$ cat config.mk
export PLATFORM = sky130hd
export DESIGN_NAME = neuron_train_sequencer_flat
export DESIGN_NICKNAME = d
export VERILOG_FILES = /design/src/rtl/neuron_train_sequencer_if.sv /design/src/rtl/neuron_train_sequencer.sv /design/src/flat_wrapper.sv
export SDC_FILE = /design/constraint.sdc
export NUM_CORES = 1
export LEC_CHECK = 0
export BUFFER_PORTS_ARGS = -buffer_cell sky130_fd_sc_hd__buf_2
export CAP_MARGIN = 10
export CELL_PAD_IN_SITES_DETAIL_PLACEMENT = 1
export CELL_PAD_IN_SITES_GLOBAL_PLACEMENT = 2
export CORE_ASPECT_RATIO = 1.4
export CORE_MARGIN = 2
export CORE_UTILIZATION = 25
export DETAILED_ROUTE_END_ITERATION = 12
export HOLD_SLACK_MARGIN = 0.06
export PLACE_DENSITY_LB_ADDON = 0.1
export SYNTH_ARGS = -nofsm -noshare
export SYNTH_HDL_FRONTEND = slang
export SYNTH_SLANG_ARGS = --single-unit
$ cat constraint.sdc
create_clock -name iCLK -period 1.9 [get_ports iCLK]
set_input_delay 0.285 -clock iCLK [delete_from_list [all_inputs] [get_ports iCLK]]
set_output_delay 0.285 -clock iCLK [all_outputs]
set_load 0.1 [all_outputs]
$ cat src/rtl/neuron_train_sequencer_if.sv
// Token and completion handshakes between the sequencer, its upstream streams and the Neuron.
// Latency: none (wires only).
// Backpressure: carried by the Ready signals; master modport is the sequencer side.
interface neuron_train_sequencer_if;
    logic iValid_AM_Fwd;
    logic oReady_AM_Fwd;
    logic oValid_BM_Fwd;
    logic iReady_BM_Fwd;
    logic iValid_AM_Bwd;
    logic oReady_AM_Bwd;
    logic oValid_BM_Bwd;
    logic iReady_BM_Bwd;
    logic iValid_Cmp;
    logic iReady_Cmp;

    modport master (
        input  iValid_AM_Fwd, iReady_BM_Fwd,
        input  iValid_AM_Bwd, iReady_BM_Bwd,
        input  iValid_Cmp, iReady_Cmp,
        output oReady_AM_Fwd, oValid_BM_Fwd,
        output oReady_AM_Bwd, oValid_BM_Bwd
    );

    modport slave (
        output iValid_AM_Fwd, iReady_BM_Fwd,
        output iValid_AM_Bwd, iReady_BM_Bwd,
        output iValid_Cmp, iReady_Cmp,
        input  oReady_AM_Fwd, oValid_BM_Fwd,
        input  oReady_AM_Bwd, oValid_BM_Bwd
    );
endinterface

$ cat src/rtl/neuron_train_sequencer.sv
// Sequences one Neuron layer: one fwd then one bwd token per sample, weight-update strobe per mini-batch.
// Latency: 4 cycles/training sample (+1 at batch boundary), 2 cycles/inference sample, no stalls.
// Backpressure: token gates pass Valid/Ready straight through; WAIT states hold until completion.
// Optional SEQ_TIMEOUT_EN: wait-state watchdog that raises sticky oError and aborts to IDLE.
module neuron_train_sequencer #(
    parameter int NB      = 4,
    parameter int NS      = 16,
    parameter int TIMEOUT = 255,
    localparam int SW     = (NS > 1) ? $clog2(NS) : 1,
    localparam int BW     = (NB > 1) ? $clog2(NB) : 1
) (
    input  logic                         iCLK,
    input  logic                         iRST,
    input  logic                         iStart,
    input  logic                         iTrain,
    output logic                         oBusy,
    output logic                         oDone,
    output logic                         oMode,
    output logic                         oUpdate,
    output logic [SW-1:0]                oSample,
    output logic                         oError,
    neuron_train_sequencer_if.master     bus
);

    typedef enum logic [2:0] {
        IDLE     = 3'd0,
        FWD      = 3'd1,
        FWD_WAIT = 3'd2,
        BWD      = 3'd3,
        BWD_WAIT = 3'd4,
        UPDATE   = 3'd5,
        DONE     = 3'd6
    } state_t;

    state_t          r_state;
    state_t          w_state_nxt;
    logic [SW-1:0]   r_sample;
    logic [SW-1:0]   w_sample_nxt;
    logic [BW-1:0]   r_batch;
    logic [BW-1:0]   w_batch_nxt;
    logic            r_train;
    logic            w_train_nxt;
    logic            r_mode;
    logic            r_update;
    logic            r_done;

    logic            w_fwd_hs;
    logic            w_bwd_hs;
    logic            w_cmp;
    logic            w_last_sample;
    logic            w_last_batch;

    assign w_fwd_hs      = bus.iValid_AM_Fwd & bus.iReady_BM_Fwd;
    assign w_bwd_hs      = bus.iValid_AM_Bwd & bus.iReady_BM_Bwd;
    assign w_cmp         = bus.iValid_Cmp & bus.iReady_Cmp;
    assign w_last_sample = (r_sample == SW'(NS - 1));
    assign w_last_batch  = (r_batch == BW'(NB - 1));

`ifdef SEQ_TIMEOUT_EN
    localparam int TW = (TIMEOUT > 1) ? $clog2(TIMEOUT + 1) : 1;
    logic [TW-1:0]   r_tmo;
    logic            r_error;
    logic            w_tmo_hit;
    logic            w_err_set;
    logic            w_wait_entry;

    assign w_tmo_hit = (r_tmo == TW'(TIMEOUT - 1));
`endif

    // Next-state, counter and epoch-mode decisions
    always_comb begin
        w_state_nxt  = r_state;
        w_sample_nxt = r_sample;
        w_batch_nxt  = r_batch;
        w_train_nxt  = r_train;
`ifdef SEQ_TIMEOUT_EN
        w_err_set    = 1'b0;
`endif
        case (r_state)
            IDLE: begin
                if (iStart) begin
                    w_sample_nxt = '0;
                    w_batch_nxt  = '0;
                    w_train_nxt  = iTrain;
                    w_state_nxt  = FWD;
                end
            end
            FWD: begin
                if (w_fwd_hs) w_state_nxt = FWD_WAIT;
            end
            FWD_WAIT: begin
                if (w_cmp) begin
                    if (r_train) begin
                        w_state_nxt = BWD;
                    end else if (w_last_sample) begin
                        w_state_nxt = DONE;
                    end else begin
                        w_sample_nxt = r_sample + 1'b1;
                        w_state_nxt  = FWD;
                    end
                end
`ifdef SEQ_TIMEOUT_EN
                else if (w_tmo_hit) begin
                    w_err_set   = 1'b1;
                    w_state_nxt = IDLE;
                end
`endif
            end
            BWD: begin
                if (w_bwd_hs) w_state_nxt = BWD_WAIT;
            end
            BWD_WAIT: begin
                if (w_cmp) begin
                    if (w_last_batch || w_last_sample) begin
                        w_state_nxt = UPDATE;
                    end else begin
                        w_sample_nxt = r_sample + 1'b1;
                        w_batch_nxt  = r_batch + 1'b1;
                        w_state_nxt  = FWD;
                    end
                end
`ifdef SEQ_TIMEOUT_EN
                else if (w_tmo_hit) begin
                    w_err_set   = 1'b1;
                    w_state_nxt = IDLE;
                end
`endif
            end
            UPDATE: begin
                w_batch_nxt = '0;
                if (w_last_sample) begin
                    w_state_nxt = DONE;
                end else begin
                    w_sample_nxt = r_sample + 1'b1;
                    w_state_nxt  = FWD;
                end
            end
            DONE: begin
                w_state_nxt = IDLE;
            end
            default: begin
                w_state_nxt = IDLE;
            end
        endcase
    end

    // State, counters and registered strobes; strobes are decoded from the next state
    // so they line up exactly with residence in BWD*/UPDATE/DONE
    always_ff @(posedge iCLK) begin
        if (!iRST) begin
            r_state  <= IDLE;
            r_sample <= '0;
            r_batch  <= '0;
            r_train  <= 1'b0;
            r_mode   <= 1'b0;
            r_update <= 1'b0;
            r_done   <= 1'b0;
        end else begin
            r_state  <= w_state_nxt;
            r_sample <= w_sample_nxt;
            r_batch  <= w_batch_nxt;
            r_train  <= w_train_nxt;
            r_mode   <= (w_state_nxt == BWD) || (w_state_nxt == BWD_WAIT);
            r_update <= (w_state_nxt == UPDATE);
            r_done   <= (w_state_nxt == DONE);
        end
    end

`ifdef SEQ_TIMEOUT_EN
    assign w_wait_entry = ((w_state_nxt == FWD_WAIT) && (r_state != FWD_WAIT)) ||
                          ((w_state_nxt == BWD_WAIT) && (r_state != BWD_WAIT));

    // Watchdog: restart on entering a wait state, count every cycle spent waiting
    always_ff @(posedge iCLK) begin
        if (!iRST) begin
            r_tmo <= '0;
        end else if (w_wait_entry) begin
            r_tmo <= '0;
        end else if ((r_state == FWD_WAIT) || (r_state == BWD_WAIT)) begin
            r_tmo <= r_tmo + 1'b1;
        end
    end

    // Sticky error flag, cleared only by reset
    always_ff @(posedge iCLK) begin
        if (!iRST) begin
            r_error <= 1'b0;
        end else if (w_err_set) begin
            r_error <= 1'b1;
        end
    end

    assign oError = r_error;
`else
    assign oError = 1'b0;
`endif

    assign oBusy   = (r_state != IDLE);
    assign oDone   = r_done;
    assign oMode   = r_mode;
    assign oUpdate = r_update;
    assign oSample = r_sample;

    // Token gates: transparent only in their admit state, closed everywhere else
    assign bus.oValid_BM_Fwd = (r_state == FWD) & bus.iValid_AM_Fwd;
    assign bus.oReady_AM_Fwd = (r_state == FWD) & bus.iReady_BM_Fwd;
    assign bus.oValid_BM_Bwd = (r_state == BWD) & bus.iValid_AM_Bwd;
    assign bus.oReady_AM_Bwd = (r_state == BWD) & bus.iReady_BM_Bwd;

endmodule

$ cat src/flat_wrapper.sv
// flat-port wrapper written by rule: the top's interface ports become plain ports
module neuron_train_sequencer_flat 
#(
    parameter int NB      = 4,
    parameter int NS      = 16,
    parameter int TIMEOUT = 255,
    localparam int SW     = (NS > 1) ? $clog2(NS) : 1,
    localparam int BW     = (NB > 1) ? $clog2(NB) : 1
)
  (iCLK, iRST, iStart, iTrain, oBusy, oDone, oMode, oUpdate, oSample, oError, bus_iValid_AM_Fwd, bus_iReady_BM_Fwd, bus_iValid_AM_Bwd, bus_iReady_BM_Bwd, bus_iValid_Cmp, bus_iReady_Cmp, bus_oReady_AM_Fwd, bus_oValid_BM_Fwd, bus_oReady_AM_Bwd, bus_oValid_BM_Bwd);
  neuron_train_sequencer_if bus_i ();
  input  logic iCLK;
  input  logic iRST;
  input  logic iStart;
  input  logic iTrain;
  output logic oBusy;
  output logic oDone;
  output logic oMode;
  output logic oUpdate;
  output logic [SW-1:0] oSample;
  output logic oError;
  input wire logic [$bits(bus_i.iValid_AM_Fwd)-1:0] bus_iValid_AM_Fwd;
  input wire logic [$bits(bus_i.iReady_BM_Fwd)-1:0] bus_iReady_BM_Fwd;
  input wire logic [$bits(bus_i.iValid_AM_Bwd)-1:0] bus_iValid_AM_Bwd;
  input wire logic [$bits(bus_i.iReady_BM_Bwd)-1:0] bus_iReady_BM_Bwd;
  input wire logic [$bits(bus_i.iValid_Cmp)-1:0] bus_iValid_Cmp;
  input wire logic [$bits(bus_i.iReady_Cmp)-1:0] bus_iReady_Cmp;
  output wire logic [$bits(bus_i.oReady_AM_Fwd)-1:0] bus_oReady_AM_Fwd;
  output wire logic [$bits(bus_i.oValid_BM_Fwd)-1:0] bus_oValid_BM_Fwd;
  output wire logic [$bits(bus_i.oReady_AM_Bwd)-1:0] bus_oReady_AM_Bwd;
  output wire logic [$bits(bus_i.oValid_BM_Bwd)-1:0] bus_oValid_BM_Bwd;
  assign bus_i.iValid_AM_Fwd = bus_iValid_AM_Fwd;
  assign bus_i.iReady_BM_Fwd = bus_iReady_BM_Fwd;
  assign bus_i.iValid_AM_Bwd = bus_iValid_AM_Bwd;
  assign bus_i.iReady_BM_Bwd = bus_iReady_BM_Bwd;
  assign bus_i.iValid_Cmp = bus_iValid_Cmp;
  assign bus_i.iReady_Cmp = bus_iReady_Cmp;
  assign bus_oReady_AM_Fwd = bus_i.oReady_AM_Fwd;
  assign bus_oValid_BM_Fwd = bus_i.oValid_BM_Fwd;
  assign bus_oReady_AM_Bwd = bus_i.oReady_AM_Bwd;
  assign bus_oValid_BM_Bwd = bus_i.oValid_BM_Bwd;
  neuron_train_sequencer #(.NB(NB), .NS(NS), .TIMEOUT(TIMEOUT)) u_core (.iCLK(iCLK), .iRST(iRST), .iStart(iStart), .iTrain(iTrain), .oBusy(oBusy), .oDone(oDone), .oMode(oMode), .oUpdate(oUpdate), .oSample(oSample), .oError(oError), .bus(bus_i));
endmodule
==> key figures, run 1 <==
Power
  – Sequential fraction of design power: 0.394
  – Switching power: approximately 260 uW
  – Cell Int Power: 486 uW
  – Comb pwr share: 0.254
  – Max VDD drop: between 400 and 500 uV
  – Clk pwr share: 0.352
  – Power density normalized to cell area: ~680 nW/um^2
  – Share of total power consumed by net switching: 0.352
  – Leakage power total: 0.000468 uW

Timing
  – Least-Margin Pin Slew: 0.671 ns
  – Worst-case clock skew: 0.00302 ns
  – RSZ-0062 raised after global routing: yes
  – Top achievable clock speed: around 540 MHz
  – Post-layout min period: between 1.5 and 2 ns
  – Final hold violation count: 0
  – Number of pins exceeding their max-slew limit in the final report: 0
  – Relative slew slack: 0.547
  – Fin crit share: 0.978
  – Final setup violating endpoints: 0
  – Setup ws final: ~0.043 ns

Detailed routing
  – Routed wire length: between 2000 and 2500 um
  – Final ANT Viol Nets: 0
  – DRC errors left: 0
  – Routed via count divided by cell count: 4.83
  – DR pass1 iterations: 4
  – Final routed wire length divided by cell count: 13.6 um
  – Vias: between 700 and 800
  – Violation count after the first detailed-routing iteration: 25

Critical path
  – Startpoint of the lowest-slack register-to-register path: u_core.oSample[0]
  – Register-to-Register Setup Slack: 0.04 ns
  – Largest driver fanout on the critical path: 6
  – Endpoint of the most critical register-to-register path: u_core.oSample[3]
  – Type of the worst setup path: flop to flop
  – Cell depth of the worst setup path: 6
  – Data arrival, critical path: 2.04 ns
  – Cell-by-cell listing of the critical path: ha_4, and3_4, o311ai_4, o221ai_4, or3_1, a21oi_1
  – Buffers and inverters on the worst path: 0
  – Startpoint types: flop
  – Family of cells with the greatest summed delay on the critical path: compound AO/OA/AOI/OAI gates
  – Logic depth of the worst register-to-register path: 6
  – Slowest Stage Delay on Critical Path: 0.37 ns
  – Timing startpoint of the critical path: u_core.oSample[0]
  – Crit. End Element: flop
  – Worst setup path endpoint: u_core.oSample[3]
  – Slowest library cell on the worst path: sky130_fd_sc_hd__o311ai_4
  – Required arrival time at the worst endpoint: 2.08 ns

Floorplanning
  – Number of top-level design ports: 23
  – FP Rows: 24
  – Die width: slightly above 50 um
  – Standard cell core area: 3060 sq um
  – Die area: 3610 sq um
  – Initial Utilization: 0.257
  – Vertical die dimension: 70.3 um

Yosys
  – Share of Yosys cell area claimed by the top area cell type: 0.331
  – Asr flop ratio synth: 0
  – Post-synthesis instance area: 786 sq um
  – Commonest cells in the synthesized netlist: 13 x sky130_fd_sc_hd__dfxtp_1, 11 x sky130_fd_sc_hd__nand2_1, 9 x sky130_fd_sc_hd__nor2_1
  – Sequential-to-total area share from yosys stat: 0.331
  – Synthesized area per cell: about 8.4 sq um
  – Leading cell type by number of instances after synthesis: sky130_fd_sc_hd__dfxtp_1
  – Register bit total from synthesis: 13
  – Warnings, synthesis: 0
  – Synth area leader: sky130_fd_sc_hd__dfxtp_1
  – Number of flops mapped to enable cells by yosys: 0
  – Unique masters post-synth: 36
  – Post-Synthesis Cells: just over 90
  – Syn Nets: 105
  – Area contributors post-synth: sky130_fd_sc_hd__dfxtp_1 33%, sky130_fd_sc_hd__nand2_1 5.3%, sky130_fd_sc_hd__mux2i_1 5.1%
  – Most used flip-flop cell after synthesis: sky130_fd_sc_hd__dfxtp_1

Finish
  – Layout cells sized above 1: 0.342
  – Total number of nets in the final design: 133
  – Post-route core utilization: 0.358
  – Layout area overhead: 39.5%
  – Final cell area excluding filler cells: 1100 sq um
  – Number of filler instances in the final layout: 388
  – # diodes: 0

GRT
  – Global-route usage over all layers: 0.125
  – Number of antenna violations at the first check in global routing: 0
  – Vias in the first global route: 726
  – First-pass GRT wire length: 3430 um
  – Pin count of the biggest net entering global routing: 11
  – Remaining global-route overflow: 0

Outcome
  – Run status: complete, no violations

Clock tree
  – Master cell of the clock root buffer: sky130_fd_sc_hd__clkbuf_8
  – Clock transition at path regs: 0.06 ns
  – Number of buffers between clock root and the deepest sink: 2
  – Insertion delay to the later sink of the worst-skew pair: 0.25 ns
  – TritonCTS sink count: 13
  – Number of buffers created by CTS: 3
  – CTS tree: yes
  – Number of buffers inserted for hold repair after clock tree synthesis: 0
  – H-tree depth: 1

Worst hold path
  – Worst hold path class: primary input to flop

Placed design
  – Count of input and output buffers: 21
  – Dpl cell area: 990 sq um
  – Worst setup slack after placement: 0.0615 ns
  – Post-DP HPWL: approximately 1600 um
  – Gpl congestion: 0.731

Flow run
  – # Max-Cap Violations: 0
## layout by cell type, fill, tap and decap left out, drive strengths merged, types with 2 or more instances in the layout
| cell type | instances |
|---|---|
| mux2i | 4 |
| and2 | 4 |
| o311ai | 2 |
| o21ai | 3 |
| nand2 | 11 |
| ha | 2 |
| nand3 | 4 |
| a21oi | 5 |
| and3 | 3 |
| inv | 5 |
| clkbuf | 4 |
| or3 | 2 |
| and3b | 2 |
| buf | 28 |
| nor2 | 9 |
| dfxtp | 13 |
| nor3b | 2 |
## worst min-delay path: stages
cell,delay (ns)
sky130_fd_sc_hd__buf_2,0.08
sky130_fd_sc_hd__mux2i_1,0.05
sky130_fd_sc_hd__nor2_1,0.07
## layer usage
metal / wire [um] / track usage
met1: 874 / 0.145
met2: 1150 / 0.218
met3: 87 / 0.0235
met4: 50 / 0.0526
met5: 0 / 0
## area by class of cell
| type | count | area (sq um) | area share |
|---|---|---|---|
| timing repair buffer | 28 | 218 | 0.199 |
| multi-input combinational | 70 | 495 | 0.452 |
| tap | 39 | 48.8 | 0.0445 |
| sequential | 13 | 270 | 0.247 |
| inverter | 5 | 18.8 | 0.0171 |
| clock buffer | 4 | 45.0 | 0.0411 |
## repair_timing
item | CTS | global route
setup buffers | 0 | 6
setup endpoints to repair | 0 | 4
resized for setup | 0 | 2
## how the worst min path moves through the flow
stage                                  from                end  slack (ns)  cells after the start
after floorplan                        iRST       u_core.oMode        0.42                      2
after global placement    u_core.oSample[3]  u_core.oSample[3]        0.48                      2
after detailed placement  u_core.oSample[3]  u_core.oSample[3]        0.49                      2
after CTS                            iTrain     u_core.r_train        0.28                      3
after global routing                 iTrain     u_core.r_train        0.32                      3
final                                iTrain     u_core.r_train        0.27                      3
## cell families after synthesis
kind of cell,after synthesis,synth area share
XOR/XNOR,1,0.0111
other,1,0.00477
multiplexers,4,0.0510
adder cells (fa/ha/maj),2,0.0318
AND/OR/NAND/NOR,43,0.295
buffers and inverters,10,0.0812
AO/OA/AOI/OAI,19,0.194
flip-flops,13,0.331
## registers in the layout (all words and copies together) (netlist names)
name / flops
u_core.oSample: 4
u_core.oMode: 1
u_core.oDone: 1
u_core.r_train: 1
u_core.oUpdate: 1
u_core.r_batch: 2
u_core.r_state: 3
## power by group through the flow
| stage | logic [uW] | registers (uW) | clock network [uW] |
|---|---|---|---|
| 2_1_floorplan | 118 | 321 | 0 |
| 3_3_place_gp | 182 | 301 | 0 |
| 3_5_place_dp | 182 | 302 | 0 |
| 4_1_cts | 183 | 296 | 266 |
| 5_1_grt | 203 | 297 | 280 |
| 6_report | 191 | 296 | 264 |
## metrics by stage
stage,hold slack [ns],TNS (ns),cells,power [uW]
floorplan,0.424,0,93,439
global placement,0.479,0,149,483
detailed placement,0.492,0,149,484
CTS,0.277,0,153,745
global route,0.318,-0.0662,159,780
finish,0.268,0,159,751
(Power assumes the default switching activity.)
==> inputs of run 2 (changes only) <==
Settings changed: REMOVE_ABC_BUFFERS set to 1.
==> run 2 against run 1 <==
Compared with the run above: critical path type unchanged; total power fell by 1.7%; final cell count did not move; clock power fell by 6%; flip-flop and latch count did not move; clock skew fell by 0.00061 ns; first-iteration DRC count fell by 84%; sequential share of layout area fell by 0.33 points; highest routed layer unchanged.
==> key figures, run 2 (synthesis results as in run 1) <==
Outcome
  – Run status: complete, no violations

Timing
  – Fin crit share: 0.935
  – Final worst hold slack: approximately 0.28 ns
  – Worst-case clock skew: 0.00241 ns
  – Setup TNS: 0 ns
  – Top achievable clock speed: 563 MHz
  – Final hold violation count: 0
  – Least-Margin Pin Slew: 0.663 ns
  – Final setup violating endpoints: 0
  – Number of pins exceeding their max-slew limit in the final report: 0
  – RSZ-0062 raised after global routing: no
  – Relative slew slack: 0.552
  – Post-layout min period: 1.78 ns

Finish
  – Commonest non-fill, non-tap cell in the layout: sky130_fd_sc_hd__buf_2
  – Max FFs per register: 4
  – Most frequent cells in the layout: 17 x sky130_fd_sc_hd__buf_2, 12 x sky130_fd_sc_hd__dfxtp_1, 11 x sky130_fd_sc_hd__nand2_1, 9 x sky130_fd_sc_hd__nor2_1, 7 x sky130_fd_sc_hd__buf_4
  – Post-route core utilization: 0.351
  – Layout area overhead: 36.8%
  – Total number of nets in the final design: 133
  – # diodes: 0
  – Post-route non-filler standard cell count: 159
  – Final cell area excluding filler cells: 1070 sq um
  – Layout cells sized above 1: 0.308

Worst hold path
  – Worst hold path class: primary input to flop
  – Number of stages on the worst hold path: 3

Detailed routing
  – Final ANT Viol Nets: 0
  – DR pass1 iterations: 2
  – Violation count after the first detailed-routing iteration: 4
  – Routed via count divided by cell count: between 4 and 5
  – Routed wire length: 2130 um
  – Final routed wire length divided by cell count: 13.4 um
  – Vias: 754
  – DRC errors left: 0

Placed design
  – Post-DP HPWL: about 1800 um
  – Gpl congestion: 0.790
  – Cell count after placement: 155
  – Dpl cell area: 1010 sq um
  – Count of input and output buffers: 21

Critical path
  – Logic depth of the worst register-to-register path: 6
  – Type of the worst setup path: flop to flop
  – Required arrival time at the worst endpoint: 2.07 ns
  – Startpoint types: flop
  – Crit. End Element: flop
  – Largest driver fanout on the critical path: 7
  – Data arrival, critical path: 1.95 ns

Clock tree
  – Number of buffers created by CTS: 3
  – H-tree depth: 1
  – TritonCTS sink count: 13
  – Insertion delay to the later sink of the worst-skew pair: 0.24 ns
  – Clock transition at path regs: 0.06 ns
  – Number of buffers inserted for hold repair after clock tree synthesis: 0
  – Setup Buffers After CTS: 0
  – Master cell of the clock root buffer: sky130_fd_sc_hd__clkbuf_8
  – Number of buffers between clock root and the deepest sink: 2
  – CTS tree: yes

Floorplanning
  – Number of top-level design ports: 23
  – Initial Utilization: 0.257
  – FP Rows: 24
  – Die area: ~3600 sq um
  – Die width: 51.4 um
  – Vertical die dimension: ~70 um
  – Standard cell core area: 3060 sq um

GRT
  – Vias in the first global route: 799
  – Pin count of the biggest net entering global routing: 11
  – Number of antenna violations at the first check in global routing: 0
  – Global-route usage over all layers: 0.134
  – First-pass GRT wire length: 3620 um
  – Remaining global-route overflow: 0

Power
  – Max VDD drop: about 310 uV
  – Leakage power total: around 0.00047 uW
  – Power density normalized to cell area: 687 nW/um^2

Flow run
  – # Max-Cap Violations: 0
run 2: cell count changes in the layout (fill, tap and decap cells not counted):
cell / change
sky130_fd_sc_hd__dfxtp_2: -1
sky130_fd_sc_hd__ha_4: -1
sky130_fd_sc_hd__dfxtp_1: +3
sky130_fd_sc_hd__ha_1: +1
sky130_fd_sc_hd__dfxtp_4: -2
run 2: worst paths after layout:
path / startpoint / to / slack [ns]
worst max-delay path: u_core.oSample[0] / u_core.oSample[3] / 0.12
worst min-delay path: iTrain / u_core.r_train / 0.28
worst max register to register: u_core.oSample[0] / u_core.oSample[3] / 0.12
worst min register to register: u_core.oSample[3] / u_core.oSample[3] / 0.52
run 2: final cells by class:
type,instances,area [sq um]
Fill cell,380,1990
Multi-Input combinational cell,70,483
Sequential cell,13,262
Timing Repair Buffer,28,218
Tap cell,39,48.8
Clock buffer,4,45.0
Inverter,5,18.8
run 2: worst max-delay path, stage by stage (launching register included):
cell	delay, ns
sky130_fd_sc_hd__dfxtp_1	0.31
sky130_fd_sc_hd__ha_1	0.21
sky130_fd_sc_hd__and3_4	0.22
sky130_fd_sc_hd__o311ai_4	0.28
sky130_fd_sc_hd__o221ai_4	0.18
sky130_fd_sc_hd__or3_1	0.37
sky130_fd_sc_hd__a21oi_1	0.14
run 2: where the power goes:
part	internal, uW	switching, uW
sequential	281	11.7
clock	148	100
combinational	60.7	136
run 2: through the flow:
step	setup slack [ns]	total power, uW
finish	0.124	738
global placement	0.0869	492
floorplan	-0.468	430
global route	0.00986	779
CTS	0.0234	748
detailed placement	0.000863	494
run 2: what timing repair did:
item | in CTS | in global routing
pin swaps | 0 | 1
endpoints found under the hold margin | 0 | 0
endpoints found under the setup margin | 1 | 4
resized for setup | 1 | 4
run 2: routing by layer:
layer  track usage  share of wire  vias up
met1         0.142           0.40      347
met2         0.234           0.53       18
li1              -              -      383
met3        0.0299          0.038        6
met5             0              0        -
met4        0.0760          0.028        0
